$ cat config.mk
export PLATFORM = sky130hd
export DESIGN_NAME = diag_spi_monitor
export DESIGN_NICKNAME = d
export VERILOG_FILES = /design/src/rtl/diag_pkg.sv /design/src/rtl/spi_slave_byte.sv /design/src/rtl/diag_spi_monitor.sv
export SDC_FILE = /design/constraint.sdc
export NUM_CORES = 1
export LEC_CHECK = 0
export CAP_MARGIN = 10
export CORE_ASPECT_RATIO = 0.6
export CORE_UTILIZATION = 48
export DETAILED_ROUTE_END_ITERATION = 7
export PLACE_DENSITY = 0.84
export SYNTH_ARGS = -nofsm -noshare
export SYNTH_HDL_FRONTEND = slang
export SYNTH_HIERARCHICAL = 1
export SYNTH_SLANG_ARGS = --single-unit
$ cat constraint.sdc
create_clock -name clk -period 2.1 [get_ports clk]
set_input_delay 0.21 -clock clk [delete_from_list [all_inputs] [get_ports clk]]
set_output_delay 0.21 -clock clk [all_outputs]
set_load 0.1 [all_outputs]
$ cat src/rtl/diag_pkg.sv
// diag_pkg: opcodes, FSM states and widths shared by the diagnostics SPI monitor.
package diag_pkg;
    localparam int CNT_W = 3;
    localparam logic [7:0] CMD_HALT   = 8'h01;
    localparam logic [7:0] CMD_RUN    = 8'h02;
    localparam logic [7:0] CMD_STATUS = 8'h03;
    localparam logic [7:0] CMD_READ   = 8'h04;
    localparam logic [7:0] CMD_WRITE  = 8'h05;
    localparam logic [7:0] CMD_VRAM   = 8'h06;
    typedef enum logic [3:0] {
        IDLE, CMD, ADDR_HI, ADDR_LO, RD_DATA, WR_DATA, VRAM_DATA, STATUS, IGNORE
    } state_t;
endpackage

$ cat src/rtl/spi_slave_byte.sv
// spi_slave_byte: mode-0 SPI slave byte engine; synchronizes the SPI pins into clk,
// shifts MSB first and strobes byte_done on the 8th rising spi_clk.
module spi_slave_byte import diag_pkg::*; #(
    parameter int DATA_W      = 8,
    parameter int SYNC_STAGES = 2
) (
    input  logic              clk,
    input  logic              reset,
    input  logic              spi_clk,
    input  logic              spi_cs,
    input  logic              spi_in,
    input  logic              tx_load,
    input  logic [DATA_W-1:0] tx_byte,
    output logic              spi_out,
    output logic              cs_idle,
    output logic              byte_done,
    output logic [DATA_W-1:0] rx_byte
);
    logic [SYNC_STAGES-1:0] clk_q, cs_q, in_q;
    logic                   sclk_d, rise, fall;
    logic [CNT_W-1:0]       cnt;
    logic [DATA_W-2:0]      rx_sh;
    logic [DATA_W-1:0]      tx_sh;

    assign cs_idle   = cs_q[SYNC_STAGES-1];
    assign rise      = clk_q[SYNC_STAGES-1] & ~sclk_d;
    assign fall      = ~clk_q[SYNC_STAGES-1] & sclk_d;
    assign byte_done = rise & (cnt == CNT_W'(DATA_W - 1)) & ~cs_idle;
    assign rx_byte   = {rx_sh, in_q[SYNC_STAGES-1]};
    assign spi_out   = tx_sh[DATA_W-1] & ~cs_idle;

    always_ff @(posedge clk or negedge reset)
        if (!reset) begin
            clk_q  <= '0;
            cs_q   <= '1;
            in_q   <= '0;
            sclk_d <= 1'b0;
            cnt    <= '0;
            rx_sh  <= '0;
            tx_sh  <= '0;
        end else begin
            clk_q  <= {clk_q[SYNC_STAGES-2:0], spi_clk};
            cs_q   <= {cs_q[SYNC_STAGES-2:0], spi_cs};
            in_q   <= {in_q[SYNC_STAGES-2:0], spi_in};
            sclk_d <= clk_q[SYNC_STAGES-1];
            if (cs_idle) begin
                cnt   <= '0;
                tx_sh <= '0;
            end else begin
                if (rise) begin
                    cnt   <= cnt + 1'b1;
                    rx_sh <= rx_byte[DATA_W-2:0];
                end
                // The falling edge between bytes keeps the freshly loaded MSB on the line.
                if (tx_load) tx_sh <= tx_byte;
                else if (fall && cnt != '0) tx_sh <= {tx_sh[DATA_W-2:0], 1'b0};
            end
        end
endmodule

$ cat src/rtl/diag_spi_monitor.sv
// diag_spi_monitor: SPI diagnostics slave - CPU halt/run, SRAM read/write, VRAM dump, status.
// Define DIAG_RAM_WRITE_EN to enable the SRAM write command (0x05).
module diag_spi_monitor import diag_pkg::*; #(
    parameter int ADDR_W      = 16,
    parameter int VRAM_AW     = 10,
    parameter int DATA_W      = 8,
    parameter int SYNC_STAGES = 2
) (
    input  logic               clk,
    input  logic               reset,
    output logic               halt,
    input  logic               spi_cs,
    input  logic               spi_clk,
    output logic               spi_out,
    input  logic               spi_in,
    output logic [ADDR_W-1:0]  ram_address,
    input  logic [DATA_W-1:0]  ram_dataout,
    output logic [DATA_W-1:0]  ram_datain,
    output logic               ram_we,
    output logic               ram_cs,
    input  logic [3:0]         configuration,
    output logic [VRAM_AW-1:0] vram_read_address,
    input  logic [DATA_W-1:0]  vram_output,
    output logic               vram_read_clock,
    output logic               vram_read_happened
);
`ifdef DIAG_RAM_WRITE_EN
    localparam bit WR_EN = 1'b1;
`else
    localparam bit WR_EN = 1'b0;
`endif
    state_t              state, nxt;
    logic                cs_idle, byte_done, tx_load, decode;
    logic                is_wr, fetch, cap, wstb, vpend, vfetch, vcap;
    logic [DATA_W-1:0]   rx_byte, tx_byte, wdata;

    spi_slave_byte #(.DATA_W(DATA_W), .SYNC_STAGES(SYNC_STAGES)) u_byte (
        .clk(clk), .reset(reset), .spi_clk(spi_clk), .spi_cs(spi_cs), .spi_in(spi_in),
        .tx_load(tx_load), .tx_byte(tx_byte), .spi_out(spi_out), .cs_idle(cs_idle),
        .byte_done(byte_done), .rx_byte(rx_byte)
    );

    assign decode          = byte_done && state == CMD;
    assign ram_cs          = (fetch | wstb) & halt & ~cs_idle;
    assign ram_we          = WR_EN & wstb & halt & ~cs_idle;
    assign ram_datain      = WR_EN ? wdata : '0;
    assign vram_read_clock = vfetch;
    // Every completed byte reloads the shifter; read data overwrites it once fetched.
    assign tx_load = byte_done | cap | vcap;
    assign tx_byte = cap ? (halt ? ram_dataout : '0) :
                     vcap ? vram_output :
                     (decode && rx_byte == CMD_STATUS) ? {{(DATA_W-5){1'b0}}, halt, configuration} : '0;

    always_ff @(posedge clk or negedge reset)
        if (!reset) state <= IDLE;
        else state <= nxt;

    always_comb begin
        nxt = state;
        if (cs_idle) nxt = IDLE;
        else if (state == IDLE) nxt = CMD;
        else if (byte_done)
            case (state)
                CMD:     nxt = rx_byte == CMD_STATUS ? STATUS :
                               (rx_byte == CMD_READ || (WR_EN && rx_byte == CMD_WRITE)) ? ADDR_HI :
                               rx_byte == CMD_VRAM ? VRAM_DATA : IGNORE;
                ADDR_HI: nxt = ADDR_LO;
                ADDR_LO: nxt = is_wr ? WR_DATA : RD_DATA;
                STATUS:  nxt = IGNORE;
                default: nxt = state;
            endcase
    end

    always_ff @(posedge clk or negedge reset)
        if (!reset) begin
            halt               <= 1'b0;
            ram_address        <= '0;
            vram_read_address  <= '0;
            vram_read_happened <= 1'b0;
            wdata              <= '0;
            {is_wr, fetch, cap, wstb, vpend, vfetch, vcap} <= '0;
        end else begin
            fetch  <= 1'b0;
            wstb   <= 1'b0;
            vpend  <= 1'b0;
            cap    <= fetch & ~cs_idle;
            vfetch <= vpend & ~cs_idle;
            vcap   <= vfetch & ~cs_idle;
            if (wstb) ram_address <= ram_address + 1'b1;
            if (cs_idle) vram_read_happened <= 1'b0;
            else if (byte_done)
                case (state)
                    CMD: begin
                        is_wr <= rx_byte == CMD_WRITE;
                        if (rx_byte == CMD_HALT) halt <= 1'b1;
                        if (rx_byte == CMD_RUN) halt <= 1'b0;
                        if (rx_byte == CMD_VRAM) begin
                            vram_read_happened <= 1'b1;
                            vram_read_address  <= '0;
                            vpend              <= 1'b1;
                        end
                    end
                    ADDR_HI: ram_address <= {ram_address[ADDR_W-DATA_W-1:0], rx_byte};
                    ADDR_LO: begin
                        ram_address <= {ram_address[ADDR_W-DATA_W-1:0], rx_byte};
                        fetch       <= ~is_wr;
                    end
                    RD_DATA: begin
                        ram_address <= ram_address + 1'b1;
                        fetch       <= 1'b1;
                    end
                    WR_DATA: begin
                        wdata <= rx_byte;
                        wstb  <= 1'b1;
                    end
                    VRAM_DATA: begin
                        vram_read_address <= vram_read_address + 1'b1;
                        vpend             <= 1'b1;
                    end
                    default: ;
                endcase
        end
endmodule

==> metrics.md, run 1 <==
| Metric | Value |
|---|---|
| Outcome | `finished, final reports clean` |
| Initial antenna violation count | `0` |
| Async set-reset flop share out of synthesis | `1.000` |
| Detailed Route WL | `8.951 mm` |
| Yosys warning count | `6` |
| Crit end category | `flop` |
| CP dominant cell by count | `ha_2` |
| Seq/Total Area, Yosys | `0.4410` |
| Post-DP HPWL | `6.420 mm` |
| Placement Cell Area | `4297 um^2` |
| First-pass detailed-route iteration total | `5` |
| Hold crit path type | `in -> reg` |
| Synthesized flop and latch total | `64` |
| Clk_skew | `5.705 ps` |
| Num CTS Buffers | `9` |
| DR vias/cell | `5.743` |
| Hold violation total from the final report | `0` |
| Tmin final | `2071 ps` |
| Fillers | `556` |
| Vias in the first global route | `2890` |
| Required @ worst endpoint | `2310 ps` |
| Reg clk slew, reported paths | `50 ps` |
| Total congestion overflow | `0` |
| Met3 global-route usage | `0.08916` |
| Die W | `114.4 um` |
| Design area | `4648 um^2` |
| Initial drt markers | `259` |
| Met1 Track Usage GR | `0.3511` |
| CP Class | `reg -> reg` |
| Area of the multi-input gates | `1877 um^2` |
| CP bufs+invs | `0` |
| Non-filler cells in the finished layout | `537` |
| Post-Place Cells | `517` |
| Synth Instances | `355` |
| Slew HR | `0.6262` |
| Commonest non-fill, non-tap cells in the layout | `dfrtp_1, buf_4, nand2_1` |
| # port buffers | `55` |
| Clk_lat worst skew | `330 ps` |
| GR met2 Demand/Resource | `0.3448` |
| Area grow syn2layout | `27.80%` |
| # DRC | `0` |
| Main synth FF type | `dfrtp_1` |
| Register area | `1610 um^2` |
| Fin util | `0.6370` |
| Crit path max fanout | `8` |
| TritonCTS clock tree | `built` |
| GP Congestion | `0.9421` |
| Final period util | `0.9864` |
| Area of the mapped netlist | `3637 um^2` |
| Post-synth EDFFs | `0` |
| Avg WL per Cell | `16.67 um` |
| Full die area | `7941 um^2` |
| Crit-path slowest cell | `a311o_2` |
| Setup TNS | `0 ps` |
| CP max stage delay | `440 ps` |
| Synth top area share | `0.4266` |
| Root buffer selected by CTS | `clkbuf_16` |
| Share of cells above drive strength 1 | `0.2818` |
| CP Launch Type | `flop` |
| Commonest non-fill, non-tap cell in the layout | `dfrtp_1` |
| Pre-CTS setup slack | `-23.33 ps` |
| Largest area contributor in the netlist | `dfrtp_1` |
| Number of routed nets with antenna violations | `0` |
| WHS | `291.1 ps` |
| GRT Util Overall | `0.2465` |
| Arrival time at the worst endpoint | `2290 ps` |
| Crit-path cells | `ha_2 -> ha_2 -> and2_4 -> or3_4 -> a311o_2 -> mux2_4` |
| FP Rows | `24` |
| Top cells by area, synth | `dfrtp_1, mux2i_1, nand2_1` |
| PwrDens | `698.5 nW/um^2` |
| RSZ-0062 raised after global routing | `true` |
| Initial core utilization | `0.4985` |
| First-pass GRT wire length | `14.70 mm` |
| Chip height | `69.43 um` |
| Synth unique cells | `63` |
| Max cap viols | `0` |
| Max rail drop VDD | `0.5805 mV` |
| Layout Nets | `458` |
| Vias | `3084` |
| Sink Count | `64` |
| CP delay by family, top | `simple AND/OR/NAND/NOR gates` |
| Post-route worst setup slack | `28.54 ps` |
| Ports | `65` |
| Finish-stage setup viols | `0` |
| Worst-Margin Slew | `559.6 ps` |
| H-tree Lvls | `3` |
| Synthesized area per cell | `10.25 um^2` |
| Clock Path Buffers | `2` |
| CORE AREA | `7297 um^2` |
| Fmax | `0.4828 GHz` |
| LEAKAGE | `2.130 nW` |
| Slew Viols, Final | `0` |
| Tot Pwr | `3.247 mW` |
| GR peak layer | `met1` |
| Largest net degree at the start of global routing | `65` |
| Diode count | `0` |
==> synth_stat cells, types with 2 or more instances <==
cell type,instances
xnor2_1,5
o22ai_1,7
or3_1,2
ha_1,5
dfrtp_1,62
and2_1,5
a21o_1,5
buf_6,2
mux2_2,8
a22oi_1,8
mux2i_1,12
o32ai_1,2
and3_1,6
clkbuf_1,6
buf_2,5
a31oi_1,4
nand4_1,8
buf_4,14
a211oi_1,2
o21a_1,2
nor4b_4,2
nand2_1,31
o31ai_1,2
and4_1,2
nor4_1,3
a21oi_1,8
o41ai_1,3
nor3b_1,4
a21o_2,3
nor2_1,26
o211ai_1,2
a311oi_1,5
inv_1,11
o21ai_0,8
nand3b_1,2
xor2_1,10
a22o_1,4
nand3_1,9
dfstp_2,2
nor2b_1,6
nand2b_1,5
nor3_1,8
a41oi_1,3
mux2_4,7
==> registers in the layout, indices dropped and copies added, names as in the netlist, 2 cells and up <==
| name | flops |
|---|---|
| u_byte/cs_q | 2 |
| u_byte/tx_sh | 8 |
| u_byte/in_q | 2 |
| u_byte/cnt | 3 |
| u_byte/rx_sh | 7 |
| vram_read_address | 10 |
| ram_address | 16 |
| u_byte/clk_q | 2 |
| state | 4 |
==> where the power goes <==
| group | internal (mW) | switching, mW | total, mW |
|---|---|---|---|
| Combinational | 0.155 | 0.230 | 0.385 |
| Clock | 0.947 | 0.531 | 1.48 |
| Sequential | 1.30 | 0.0825 | 1.38 |
| Total | 2.40 | 0.844 | 3.25 |
==> cells by family (layout without fill, tap and decap cells) <==
family                   Yosys count  after routing  share of synthesized area
flip-flops                        64             64                     0.4410
AO/OA/AOI/OAI                     73             73                     0.1462
other                              1              9                   0.001031
multiplexers                      27             27                    0.08669
adder cells (fa/ha/maj)            5              5                    0.01720
XOR/XNOR                          15             15                    0.03612
buffers and inverters             38            108                    0.05951
AND/OR/NAND/NOR                  132            132                     0.2123
==> path summary, 6_finish.rpt <==
| check | start | to | slack [ps] | cells past startpoint |
|---|---|---|---|---|
| worst max register to register | u_byte/cnt[0] | u_byte/tx_sh[4] | 30 | 6 |
| min in group asynchronous | reset | ram_address[6] | 410 | 3 |
| worst min-delay path | spi_cs | u_byte/cs_q[0] | 290 | 1 |
| worst min register to register | u_byte/clk_q[0] | u_byte/clk_q[1] | 340 | 0 |
| worst max-delay path | u_byte/cnt[0] | u_byte/tx_sh[4] | 30 | 6 |
| max in group asynchronous | reset | u_byte/cs_q[0] | 1370 | 3 |
==> cell type report <==
| class | count | share of cell area |
|---|---|---|
| clock inverter | 5 | 0.01211 |
| timing repair buffer | 81 | 0.1486 |
| multi-input combinational | 261 | 0.4038 |
| sequential | 64 | 0.3464 |
| inverter | 11 | 0.008883 |
| clock buffer | 11 | 0.05222 |
| tap | 104 | 0.02799 |
==> worst register-to-register path, cell delays in order, from the launching register on <==
cell and delay (ps):
dfrtp_1 380, ha_2 180, ha_2 150, and2_4 140
or3_4 320, a311o_2 440, mux2_4 330
==> layer usage <==
layer,up-vias,part of all wire
met3,16,0.10
met4,0,0.017
li1,1422,-
met1,1493,0.45
met2,153,0.43
met5,-,0
==> timing repair <==
| item | in CTS | in global routing |
|---|---|---|
| hold buffers | 1 | 0 |
| endpoints found under the hold margin | 62 | 0 |
| gates resized for setup | 1 | 6 |
| endpoints found under the setup margin | 7 | 19 |
| setup buffers | 0 | 3 |
Note: power is estimated with default switching activity, not from simulation.
==> run 2: changes to the inputs <==
- CORE_UTILIZATION: 48 -> 53
- PLACE_DENSITY: 0.84 -> 0.87
- clock period: 2.1 -> 2 ns (I/O delays scaled with it)
==> run 2 against run 1 <==
The flow now finishes with violations (setup timing). Critical path type unchanged. Hold slack got worse by 28 ps. Largest power group unchanged. Cell count decreased by 1.9%. Critical endpoint is now u_byte/tx_sh[5]. Critical path depth unchanged. Clock power increased by 16%. Final area increased by 4.5%.
==> metrics.md, run 2 (synthesized netlist as in run 1, its figures left out) <==
| Metric | Value |
|---|---|
| Vias in the first global route | `3213` |
| Tmin final | `2169 ps` |
| Failing checks | `setup timing` |
| Max cap viols | `0` |
| Slew HR | `0.6467` |
| CP max stage delay | `450 ps` |
| # port buffers | `55` |
| # DRC | `0` |
| Outcome | `complete, but fails checks` |
| Worst-Margin Slew | `529.9 ps` |
| Max rail drop VDD | `0.4125 mV` |
| Full die area | `7209 um^2` |
| Avg WL per Cell | `21.28 um` |
| Crit-path cells | `ha_2 -> ha_2 -> and2_4 -> or3_4 -> a311o_2 -> mux2_4` |
| Required @ worst endpoint | `2220 ps` |
| Register bank with the most flops | `ram_address` |
| Initial antenna violation count | `0` |
| DR vias/cell | `6.491` |
| Area of the multi-input gates | `2011 um^2` |
| CP bufs+invs | `0` |
| Diode count | `0` |
| Commonest non-fill, non-tap cell in the layout | `buf_4` |
| RSZ-0062 raised after global routing | `true` |
| CORE AREA | `6359 um^2` |
| Detailed Route WL | `11.21 mm` |
| Capturing point of the worst reg2reg path | `u_byte/tx_sh[5]` |
| Die W | `108.9 um` |
| GR met2 Demand/Resource | `0.4693` |
| Met1 Track Usage GR | `0.4085` |
| Worst-case reg-to-reg path depth | `6` |
| Hold depth | `1` |
| Total congestion overflow | `0` |
| Hold Path End | `u_byte/cs_q[0]` |
| PwrDens | `740.4 nW/um^2` |
| CP dominant cell by count | `ha_2` |
| Finish-stage setup viols | `29` |
| Number of routed nets with antenna violations | `0` |
| Vias | `3421` |
| Crit path max fanout | `8` |
| Clock Path Buffers | `2` |
| Fillers | `400` |
| R2R Path Start | `u_byte/cnt[0]` |
| First-pass detailed-route iteration total | `8` |
| Largest net degree at the start of global routing | `65` |
| Sink Count | `64` |
| Crit-path slowest cell | `a311o_2` |
| Tot Pwr | `3.598 mW` |
| Layout Nets | `468` |
| Ports | `65` |
| Clk_lat worst skew | `340 ps` |
| Num CTS Buffers | `9` |
| Register area | `1615 um^2` |
| Final period util | `1.084` |
| Met3 global-route usage | `0.1300` |
| GR peak layer | `met2` |
| Root buffer selected by CTS | `clkbuf_16` |
| Commonest non-fill, non-tap cells in the layout | `buf_4, dfrtp_1, nand2_1` |
| CP delay by family, top | `simple AND/OR/NAND/NOR gates` |
| Fmax | `0.4611 GHz` |
| Hold violation total from the final report | `0` |
| Arrival time at the worst endpoint | `2390 ps` |
| Slew Viols, Final | `0` |
| Share of cells above drive strength 1 | `0.3386` |
| Post-route worst setup slack | `-168.7 ps` |
| Clk_skew | `8.635 ps` |
| GP Congestion | `0.9902` |
| Max FFs per register | `16` |
| Crit end category | `flop` |
| Chip height | `66.17 um` |
| CP Launch Type | `flop` |
| Reg clk slew, reported paths | `60 ps` |
| GRT Util Overall | `0.3188` |
| Initial drt markers | `496` |
| Setup TNS | `-2636 ps` |
| FP Rows | `22` |
| TritonCTS clock tree | `built` |
| H-tree Lvls | `3` |
| Worst Min Path Start | `spi_cs` |
| LEAKAGE | `2.239 nW` |
| Largest regs | `ram_address: 16 flops, vram_read_address: 10 flops, u_byte/tx_sh: 8 flops` |
| Hold crit path type | `in -> reg` |
| Initial core utilization | `0.5720` |
| Post-DP HPWL | `6.439 mm` |
| Area grow syn2layout | `33.61%` |
| First-pass GRT wire length | `16.72 mm` |
| CP Class | `reg -> reg` |
| R2r setup slk | `-170 ps` |
run 2: cell types whose count changed in the layout (fill, tap and decap cells not counted), moves of 3 or more:
cell,previous run,this run
buf_4,54,61
dfrtp_1,57,53
dfrtp_2,5,9
a311oi_1,5,2
a311oi_2,0,3
run 2: worst max path at each step:
stage             startpoint         endpoint  slack [ps]  cells after the start
2_1_floorplan  u_byte/cnt[1]  u_byte/tx_sh[1]        -130                      8
3_3_place_gp   u_byte/cnt[0]  u_byte/tx_sh[6]         -80                      6
3_5_place_dp   u_byte/cnt[0]  u_byte/tx_sh[5]        -150                      6
4_1_cts        u_byte/cnt[0]  u_byte/tx_sh[5]        -100                      6
5_1_grt        u_byte/cnt[0]   ram_address[8]        -280                      8
6_report       u_byte/cnt[0]  u_byte/tx_sh[5]        -170                      6
run 2: where the power goes:
group	internal, mW	switching (mW)
combinational	0.168	0.267
sequential	1.37	0.0795
clock	1.10	0.621
run 2: layout make-up:
type | count | share of cell area
Inverter | 11 | 0.008496
Timing Repair Buffer | 90 | 0.1576
Multi-Input combinational cell | 262 | 0.4137
Tap cell | 84 | 0.02163
Clock buffer | 10 | 0.04712
Clock inverter | 6 | 0.01905
Sequential cell | 64 | 0.3324
run 2: through the flow:
step / area, um^2 / worst slack [ps] / cells / hold slack (ps) / utilization
finish: 4860 / -168.7 / 527 / 263.5 / 0.7643
global route: 4860 / -284.9 / 527 / 258.0 / 0.7643
CTS: 4761 / -103.1 / 521 / 257.7 / 0.7487
detailed placement: 4348 / -148.8 / 504 / 240.8 / 0.6838
global placement: 4348 / -77.04 / 504 / 237.3 / 0.6838
floorplan: 3721 / -125.6 / 363 / -95.59 / -
run 2: metal layers:
metal	share of wire	vias to the layer above
met1	0.39	1629
met4	0.057	0
li1	-	1439
met3	0.11	86
met5	0	-
met2	0.44	267
run 2: timing repair:
action,4_1_cts,5_1_grt
endpoints found under the hold margin,62,0
resized for setup,16,14
hold buffers,1,0
pin swaps,1,6
setup endpoints to repair,24,29
setup buffers,0,6
cloned,0,1
